$ cat config.mk
export PLATFORM = sky130hd
export DESIGN_NAME = ram4096_arbiter
export DESIGN_NICKNAME = d
export VERILOG_FILES = /design/src/rtl/ram4096_arbiter.sv
export SDC_FILE = /design/constraint.sdc
export NUM_CORES = 1
export LEC_CHECK = 0
export CORE_MARGIN = 5
export CORE_UTILIZATION = 28
export DETAILED_ROUTE_END_ITERATION = 8
export GPL_ROUTABILITY_DRIVEN = 0
export PLACE_DENSITY = 0.82
export SYNTH_ARGS = -nofsm -noshare
export SYNTH_HDL_FRONTEND = slang
export SYNTH_SLANG_ARGS = --single-unit
$ cat constraint.sdc
create_clock -name clk -period 3 [get_ports clk]
set_clock_uncertainty 0.1 [all_clocks]
set_input_delay 0.75 -clock clk [delete_from_list [all_inputs] [get_ports clk]]
set_output_delay 0.75 -clock clk [all_outputs]
set_load 0.05 [all_outputs]
$ cat src/rtl/ram4096_arbiter.sv
// ram4096_arbiter: two-requester round-robin arbiter with a short burst lock,
// sharing one ram4096 port (16-bit data, 12-bit address, 1-cycle registered
// read, write-through). Every accepted access gets a response exactly one
// cycle later.
// Optional feature macro: RAM_ARB_STATS_EN adds per-requester grant counters
// (stats_clr, r0_grants, r1_grants). Without it, arbitration is unchanged.
module ram4096_arbiter #(
    parameter int unsigned MAX_BURST = 4
) (
    input  logic        clk,
    input  logic        rst_n,
    // requester 0
    input  logic        r0_valid,
    output logic        r0_ready,
    input  logic        r0_we,
    input  logic        r0_lock,
    input  logic [11:0] r0_addr,
    input  logic [15:0] r0_wdata,
    output logic        r0_rvalid,
    output logic [15:0] r0_rdata,
    // requester 1
    input  logic        r1_valid,
    output logic        r1_ready,
    input  logic        r1_we,
    input  logic        r1_lock,
    input  logic [11:0] r1_addr,
    input  logic [15:0] r1_wdata,
    output logic        r1_rvalid,
    output logic [15:0] r1_rdata,
    // RAM port
    output logic [15:0] ram_in,
    output logic        ram_load,
    output logic [11:0] ram_address,
    input  logic [15:0] ram_out
`ifdef RAM_ARB_STATS_EN
    ,
    input  logic        stats_clr,
    output logic [15:0] r0_grants,
    output logic [15:0] r1_grants
`endif
);

    localparam int unsigned AW = 12;
    localparam int unsigned DW = 16;
    localparam int unsigned CW = 8;

    localparam logic [CW-1:0] MAX_BURST_C = CW'(MAX_BURST);
    // A burst limit of 1 means every locked access would end its own burst.
    localparam logic          LOCK_EN     = (MAX_BURST > 32'd1);

    typedef enum logic [1:0] {
        ST_IDLE  = 2'd0,
        ST_LOCK0 = 2'd1,
        ST_LOCK1 = 2'd2
    } state_t;

    state_t          r_state;
    state_t          w_state_nxt;
    logic            r_prio;
    logic            w_prio_nxt;
    logic [CW-1:0]   r_burst_cnt;
    logic [CW-1:0]   w_burst_nxt;
    logic [CW-1:0]   w_burst_inc;
    logic            r_resp_pend;
    logic            r_resp_owner;

    logic            w_arb0;
    logic            w_arb1;
    logic            w_gnt0;
    logic            w_gnt1;
    logic            w_owner_xfer;
    logic            w_xfer_lock;

    assign w_burst_inc = r_burst_cnt + CW'(1);

    // State, priority pointer and burst counter registers.
    always_ff @(posedge clk or negedge rst_n) begin
        if (!rst_n) begin
            r_state     <= ST_IDLE;
            r_prio      <= 1'b0;
            r_burst_cnt <= '0;
        end else begin
            r_state     <= w_state_nxt;
            r_prio      <= w_prio_nxt;
            r_burst_cnt <= w_burst_nxt;
        end
    end

    // Grant selection and next-state logic.
    always_comb begin
        w_arb0       = 1'b0;
        w_arb1       = 1'b0;
        w_state_nxt  = r_state;
        w_prio_nxt   = r_prio;
        w_burst_nxt  = r_burst_cnt;
        w_owner_xfer = 1'b0;
        w_xfer_lock  = 1'b0;

        // While locked, the non-owner only wins a cycle the owner leaves idle;
        // that idle cycle ends the burst.
        case (r_state)
            ST_IDLE: begin
                if (r0_valid && r1_valid) begin
                    w_arb0 = ~r_prio;
                    w_arb1 = r_prio;
                end else begin
                    w_arb0 = r0_valid;
                    w_arb1 = r1_valid;
                end
            end
            ST_LOCK0: begin
                w_arb0 = r0_valid;
                w_arb1 = ~r0_valid & r1_valid;
            end
            ST_LOCK1: begin
                w_arb1 = r1_valid;
                w_arb0 = ~r1_valid & r0_valid;
            end
            default: begin
                w_arb0 = 1'b0;
                w_arb1 = 1'b0;
            end
        endcase

        w_owner_xfer = ((r_state == ST_LOCK0) && w_arb0) ||
                       ((r_state == ST_LOCK1) && w_arb1);
        w_xfer_lock  = (w_arb0 & r0_lock) | (w_arb1 & r1_lock);

        if (w_owner_xfer) begin
            w_burst_nxt = w_burst_inc;
            if (!w_xfer_lock || (w_burst_inc == MAX_BURST_C)) begin
                w_state_nxt = ST_IDLE;
                w_burst_nxt = '0;
                w_prio_nxt  = w_arb0;
            end
        end else begin
            w_state_nxt = ST_IDLE;
            w_burst_nxt = '0;
            if (r_state == ST_LOCK0) begin
                w_prio_nxt = 1'b1;
            end else if (r_state == ST_LOCK1) begin
                w_prio_nxt = 1'b0;
            end
            if (w_arb0 || w_arb1) begin
                w_prio_nxt = w_arb0;
                if (w_xfer_lock && LOCK_EN) begin
                    w_state_nxt = w_arb0 ? ST_LOCK0 : ST_LOCK1;
                    w_burst_nxt = CW'(1);
                end
            end
        end

        // Reset blanks handshakes immediately, independent of the clock.
        w_gnt0 = w_arb0 & rst_n;
        w_gnt1 = w_arb1 & rst_n;
    end

    assign r0_ready = w_gnt0;
    assign r1_ready = w_gnt1;

    // RAM port mux: winner's request, or all zeros when nobody is granted.
    always_comb begin
        ram_load    = 1'b0;
        ram_address = '0;
        ram_in      = '0;
        if (w_gnt0) begin
            ram_load    = r0_we;
            ram_address = AW'(r0_addr);
            ram_in      = DW'(r0_wdata);
        end else if (w_gnt1) begin
            ram_load    = r1_we;
            ram_address = AW'(r1_addr);
            ram_in      = DW'(r1_wdata);
        end
    end

    // Response tracking: one pending slot is enough for a 1-cycle RAM.
    always_ff @(posedge clk or negedge rst_n) begin
        if (!rst_n) begin
            r_resp_pend  <= 1'b0;
            r_resp_owner <= 1'b0;
        end else begin
            r_resp_pend  <= w_gnt0 | w_gnt1;
            r_resp_owner <= w_gnt1;
        end
    end

    assign r0_rvalid = r_resp_pend & ~r_resp_owner;
    assign r1_rvalid = r_resp_pend &  r_resp_owner;
    assign r0_rdata  = r0_rvalid ? ram_out : '0;
    assign r1_rdata  = r1_rvalid ? ram_out : '0;

`ifdef RAM_ARB_STATS_EN
    logic [15:0] r_r0_grants;
    logic [15:0] r_r1_grants;

    // Saturating grant counters; a clear beats a same-cycle increment.
    always_ff @(posedge clk or negedge rst_n) begin
        if (!rst_n) begin
            r_r0_grants <= '0;
            r_r1_grants <= '0;
        end else if (stats_clr) begin
            r_r0_grants <= '0;
            r_r1_grants <= '0;
        end else begin
            if (w_gnt0 && (r_r0_grants != 16'hFFFF)) begin
                r_r0_grants <= r_r0_grants + 16'd1;
            end
            if (w_gnt1 && (r_r1_grants != 16'hFFFF)) begin
                r_r1_grants <= r_r1_grants + 16'd1;
            end
        end
    end

    assign r0_grants = r_r0_grants;
    assign r1_grants = r_r1_grants;
`endif

endmodule

## Word level (Yosys, flattened, before mapping)

Index checks and enable logic that the tools add are counted.

| storage, ports and cells | value |
|---|---|
| word-level logic and storage cells | 60 |
| register bits after elaboration | 13 |

| cells by class | value |
|---|---|
| equality and inequality tests | 4 |
| $add $sub $neg | 1 |
| reductions and logical operators | 10 |
| bitwise gates (word level) | 14 |
| mux-type cells | 26 |

Operator list:

| operator | number |
|---|---|
| $mux W16 | 4 |
| $mux W12 | 2 |
| $mux W8 | 2 |
| $mux W1 | 11 |
| $mux W2 | 5 |
| $add A8 B1 Y8 const B | 1 |
| $and A1 B1 Y1 | 8 |
| $eq A8 B3 Y1 const B | 1 |
| $pmux W1 S3 | 2 |
| $not A1 Y1 | 4 |
| $reduce_bool A4 Y1 | 1 |
| $logic_and A1 B1 Y1 | 3 |
| $logic_or A1 B1 Y1 | 3 |
| $eq A2 B1 Y1 const B | 1 |
| $eq A2 B2 Y1 const B | 1 |
| $logic_not A2 Y1 | 1 |
| $ne A2 B1 Y1 const B | 1 |
| $or A1 B1 Y1 | 2 |
| $reduce_and A2 Y1 | 1 |
| $logic_not A1 Y1 | 1 |

## Logic depth before layout (Yosys ltp)

| logic depth | value |
|---|---|
| depth after elaboration | 9 |
| depth in mapped cells | 8 |
| mapped depth without buffers | 6 |

## Least setup slack after synthesis

No wires, ideal clock.

| timing path | value |
|---|---|
| kind | in2out |
| from | input port r0_valid |
| to | output port ram_address[10] |
| data arrival time | 2.290 ns |
| stages on the path | 5 |
| path buffers | 1 |
| path slack | -0.140 ns |
| data required time | 2.150 ns |
| cell sequence | or2_2 > a21boi_2 > and2_0 > buf_2 > a22o_1 |

| on the way | value |
|---|---|
| word-level cells in the longest chain between the ends | 6 |
| elaborated cells on any way between the ends | 12 |
| classes of those cells | mux (6); bitwise (5); reduce/logical (1) |

RTL lines:

| what | RTL line | source |
|---|---|---|
| from (decl) | 13 | `input logic r0_valid,` |
| $logic_and A1 B1 Y1 / $not A1 Y1 (equally long branches) | 103, 113 |  |
| $mux W1 / $and A1 B1 Y1 (equally long branches) | 103, 113 |  |
| $pmux W1 S3 * | 101 | `case (r_state)` |
| $and A1 B1 Y1 * | 155 | `w_gnt1 = w_arb1 & rst_n;` |
| net r1_ready | 23 | `output logic r1_ready,` |
| $mux W12 * | 170 | `end else if (w_gnt1) begin` |
| $mux W12 * | 166 | `if (w_gnt0) begin` |
| to (decl) | 33 | `output logic [11:0] ram_address,` |

The timed path passes the listed nets; every way through them passes the cells marked *.

## Worst setup path after layout

| timing path | value |
|---|---|
| from | input port r1_valid |
| to | output port ram_address[6] |

| on the way | value |
|---|---|
| word-level cells in the longest chain between the ends | 6 |
| elaborated cells on any way between the ends | 12 |
| classes of those cells | mux (6); bitwise (5); reduce/logical (1) |

RTL lines:

| what | RTL line | source |
|---|---|---|
| from (decl) | 22 | `input logic r1_valid,` |
| $logic_and A1 B1 Y1 | 103 | `if (r0_valid && r1_valid) begin` |
| $mux W1 | 103 |  |
| $pmux W1 S3 | 101 |  |
| $and A1 B1 Y1 | 155 |  |
| $mux W12 | 170 |  |
| $mux W12 * | 166 |  |

Mark *: on every way between the ends. The rest lies on a longest branch, timed or not.

==> results.py <==
metrics = {
    "floorplanning": {
        "die_w_um": 77.51,
        "rows": 24,
        "core_mm2": 0.004384,
        "dieHeight_um": 77.51,
        "start_util": 0.2911,
        "io_pins": 145,
        "die-area_mm2": 0.006008,
    },
    "clock_tree": {
        "path_clk_slew_ns": 0.05,
        "cts.sinks": 13,
        "htree_levels": 1,
        "cts.path.max_buffers": 2,
        "insertion_delay_ns": 0.24,
        "numCtsBuffers": 3,
        "cts_tree": "yes",
        "cts-root-buf": "clkbuf_8",
    },
    "setup_path": {
        "cp_max_fo": 8,
        "crit_type": "primary input to output pin",
        "cp-end-kind": "output pin",
        "cp.buffers_inverters": 4,
        "startpoint_type": "primary input",
        "cp.depth": 8,
        "crit_family": "simple AND/OR/NAND/NOR gates",
        "cp_slowest_cell": "or3b_4",
        "worstPathCellList": "buf_2 > or3b_4 > o21ai_4 > and2_4 > buf_6 > buf_16 > a22o_4 > buf_12",
        "cpPeakStageDelay_ns": 0.41,
        "ff2ff_path_depth": 8,
        "arrival_ns": 2.08,
        "required_ns": 2.15,
    },
    "yosys": {
        "synthDistinctLibCells": 43,
        "yosysMostFrequentCell": "a22o_1",
        "netlist_area_mm2": 0.001276,
        "synth_ff_type": "dfrtp_1",
        "avgSynthCellArea_um2": 8.682,
        "netlist.area_leader.share": 0.2549,
        "synthTopCellsByArea": "dfrtp_1 (25%), a22o_1 (20%), and2_1 (8.3%), and3_1 (8.3%), xor2_1 (3.4%)",
        "synth_commonest_cells": "a22o_1 (29), and2_1 (17), and3_1 (17)",
        "synth_largest_area_cell": "dfrtp_1",
        "syn_inst": 147,
        "synth-edff-count": 0,
        "synth_seq_cells": 13,
        "yosys_warnings": 0,
        "synth_nets": 229,
        "async_reset_ff_frac": 1.000,
        "synth_seq_area_share": 0.2549,
    },
    "route": {
        "drtPass1Iterations": 4,
        "wl_per_cell_um": 21.85,
        "drc_errors": 0,
        "vias": 1863,
        "wl_um": 7712,
        "postRouteAntennaNets": 0,
        "drt_iter0_markers": 101,
        "routed_via_density": 5.278,
    },
    "sta": {
        "hold_viol_final": 0,
        "slew_headroom": 0.6405,
        "drv_slew": 0,
        "grt_setup_unrepaired": "no",
        "period_needed_ns": 2.926,
        "tightestPinTransition_ns": 0.5376,
        "holdWs_ns": 0.4858,
        "fmax_ghz": 0.3418,
        "fin_crit_sh": 0.9753,
        "setup_viol": 0,
    },
    "status": {
        "outcome": "finished, final reports clean",
    },
    "flow_run": {
        "cap_viol_max_count": 0,
    },
    "global_routing": {
        "track_usage": 0.2421,
        "overflow": 0,
        "antenna_found_initial": 0,
        "grt_max_degree": 19,
        "first_global_vias": 1957,
        "grt_pass1_wl_um": 11270,
    },
    "final_layout": {
        "area_delta_synth_final_pct": 194.6,
        "final_layout_size_suffix_gt1_frac": 0.4153,
        "nNetsFinal": 384,
        "fin_cells": 353,
        "finish.utilization": 0.8576,
        "antenna_cells": 0,
    },
    "worst_hold_path": {
        "hold_depth": 1,
        "worstHoldPathType": "register to register",
    },
    "power_and_ir_drop": {
        "power_density_mw_per_mm2": 537.6,
        "power.leakage_nw": 1.658,
        "peakVddDrop_mv": 0.3076,
    },
    "place": {
        "dp_hpwl_um": 5680,
        "port_buffers": 144,
        "placed_cells": 343,
    },
}
==> power by group <==
group | internal, W | switching, W
Combinational | 0.000813 | 0.000807
Sequential | 0.000200 | 0.0000459
Clock | 0.0000938 | 0.0000616
Total | 0.00111 | 0.000914
==> through the flow <==
stage / cell area [um2] / setup WS (ns) / total power (W) / TNS [ns]
after floorplan: 1300 / -0.008152 / 0.0009665 / -0.07337
after global placement: 3487 / -0.3077 / 0.001709 / -8.756
after detailed placement: 3487 / -0.4074 / 0.001732 / -11.10
after CTS: 3749 / -0.008274 / 0.002014 / -0.01885
after global routing: 3760 / 0.03173 / 0.002097 / 0
final: 3760 / 0.07400 / 0.002021 / 0
==> metal layers <==
layer / vias to the layer above / share of wire / GRT usage
met5: - / 0 / 0
met4: 0 / 0.026 / 0.06357
met3: 16 / 0.073 / 0.05440
met2: 118 / 0.56 / 0.4992
met1: 875 / 0.34 / 0.2349
li1: 854 / - / -
==> final cells by class <==
cell class,count,area (um2)
Clock buffer,4,45.04
Fill cell,193,624.3
Inverter,1,3.754
Multi-Input combinational cell,122,1054
Sequential cell,13,325.3
Tap cell,52,65.06
Timing Repair Buffer,161,2267
==> path summary, 6_finish.rpt <==
kind	slack, ns	endpoint	start
worst max register to register	0.80	r_prio	r_state[0]
min in group asynchronous	0.83	r_burst_cnt[5]	rst_n
max in group asynchronous	1.81	r_burst_cnt[3]	rst_n
worst min register to register	0.49	r_prio	r_prio
worst max-delay path	0.07	ram_address[6]	r1_valid
worst min-delay path	0.49	r_prio	r_prio
==> sequential cells by signal, indices dropped and copies added, names as in the netlist <==
| name | flops |
|---|---|
| r_burst_cnt | 8 |
| r_prio | 1 |
| r_resp_owner | 1 |
| r_resp_pend | 1 |
| r_state | 2 |
==> cells in the final DEF, fill, tap and decap left out, drive strengths merged, types with 3 or more instances in the layout <==
cell	synthesis	final
dfrtp	13	13
or2	4	4
clkbuf	4	4
nor2	11	11
and3	17	17
a22o	29	29
nand3	3	3
clkdlybuf4s50	0	78
xor2	5	5
and2	19	19
buf	7	83
nand2	4	4
o21ai	3	3
==> cell families after synthesis <==
| group | after synthesis | synth area share |
|---|---|---|
| simple gates | 69 | 0.3196 |
| mux | 1 | 0.008823 |
| buf+inv | 12 | 0.04607 |
| xor+xnor | 7 | 0.04804 |
| flops | 13 | 0.2549 |
| compound gates | 43 | 0.3029 |
| fa+ha+maj | 2 | 0.01960 |
==> what timing repair did <==
action                                 CTS  global route
setup endpoints to repair               31            30
resized for setup                       25             9
gates cloned                             3             0
endpoints found under the hold margin    0             0
setup buffers                            2             2
hold buffers                             0             0
pin swaps                                2             4
(Power assumes the default switching activity.)
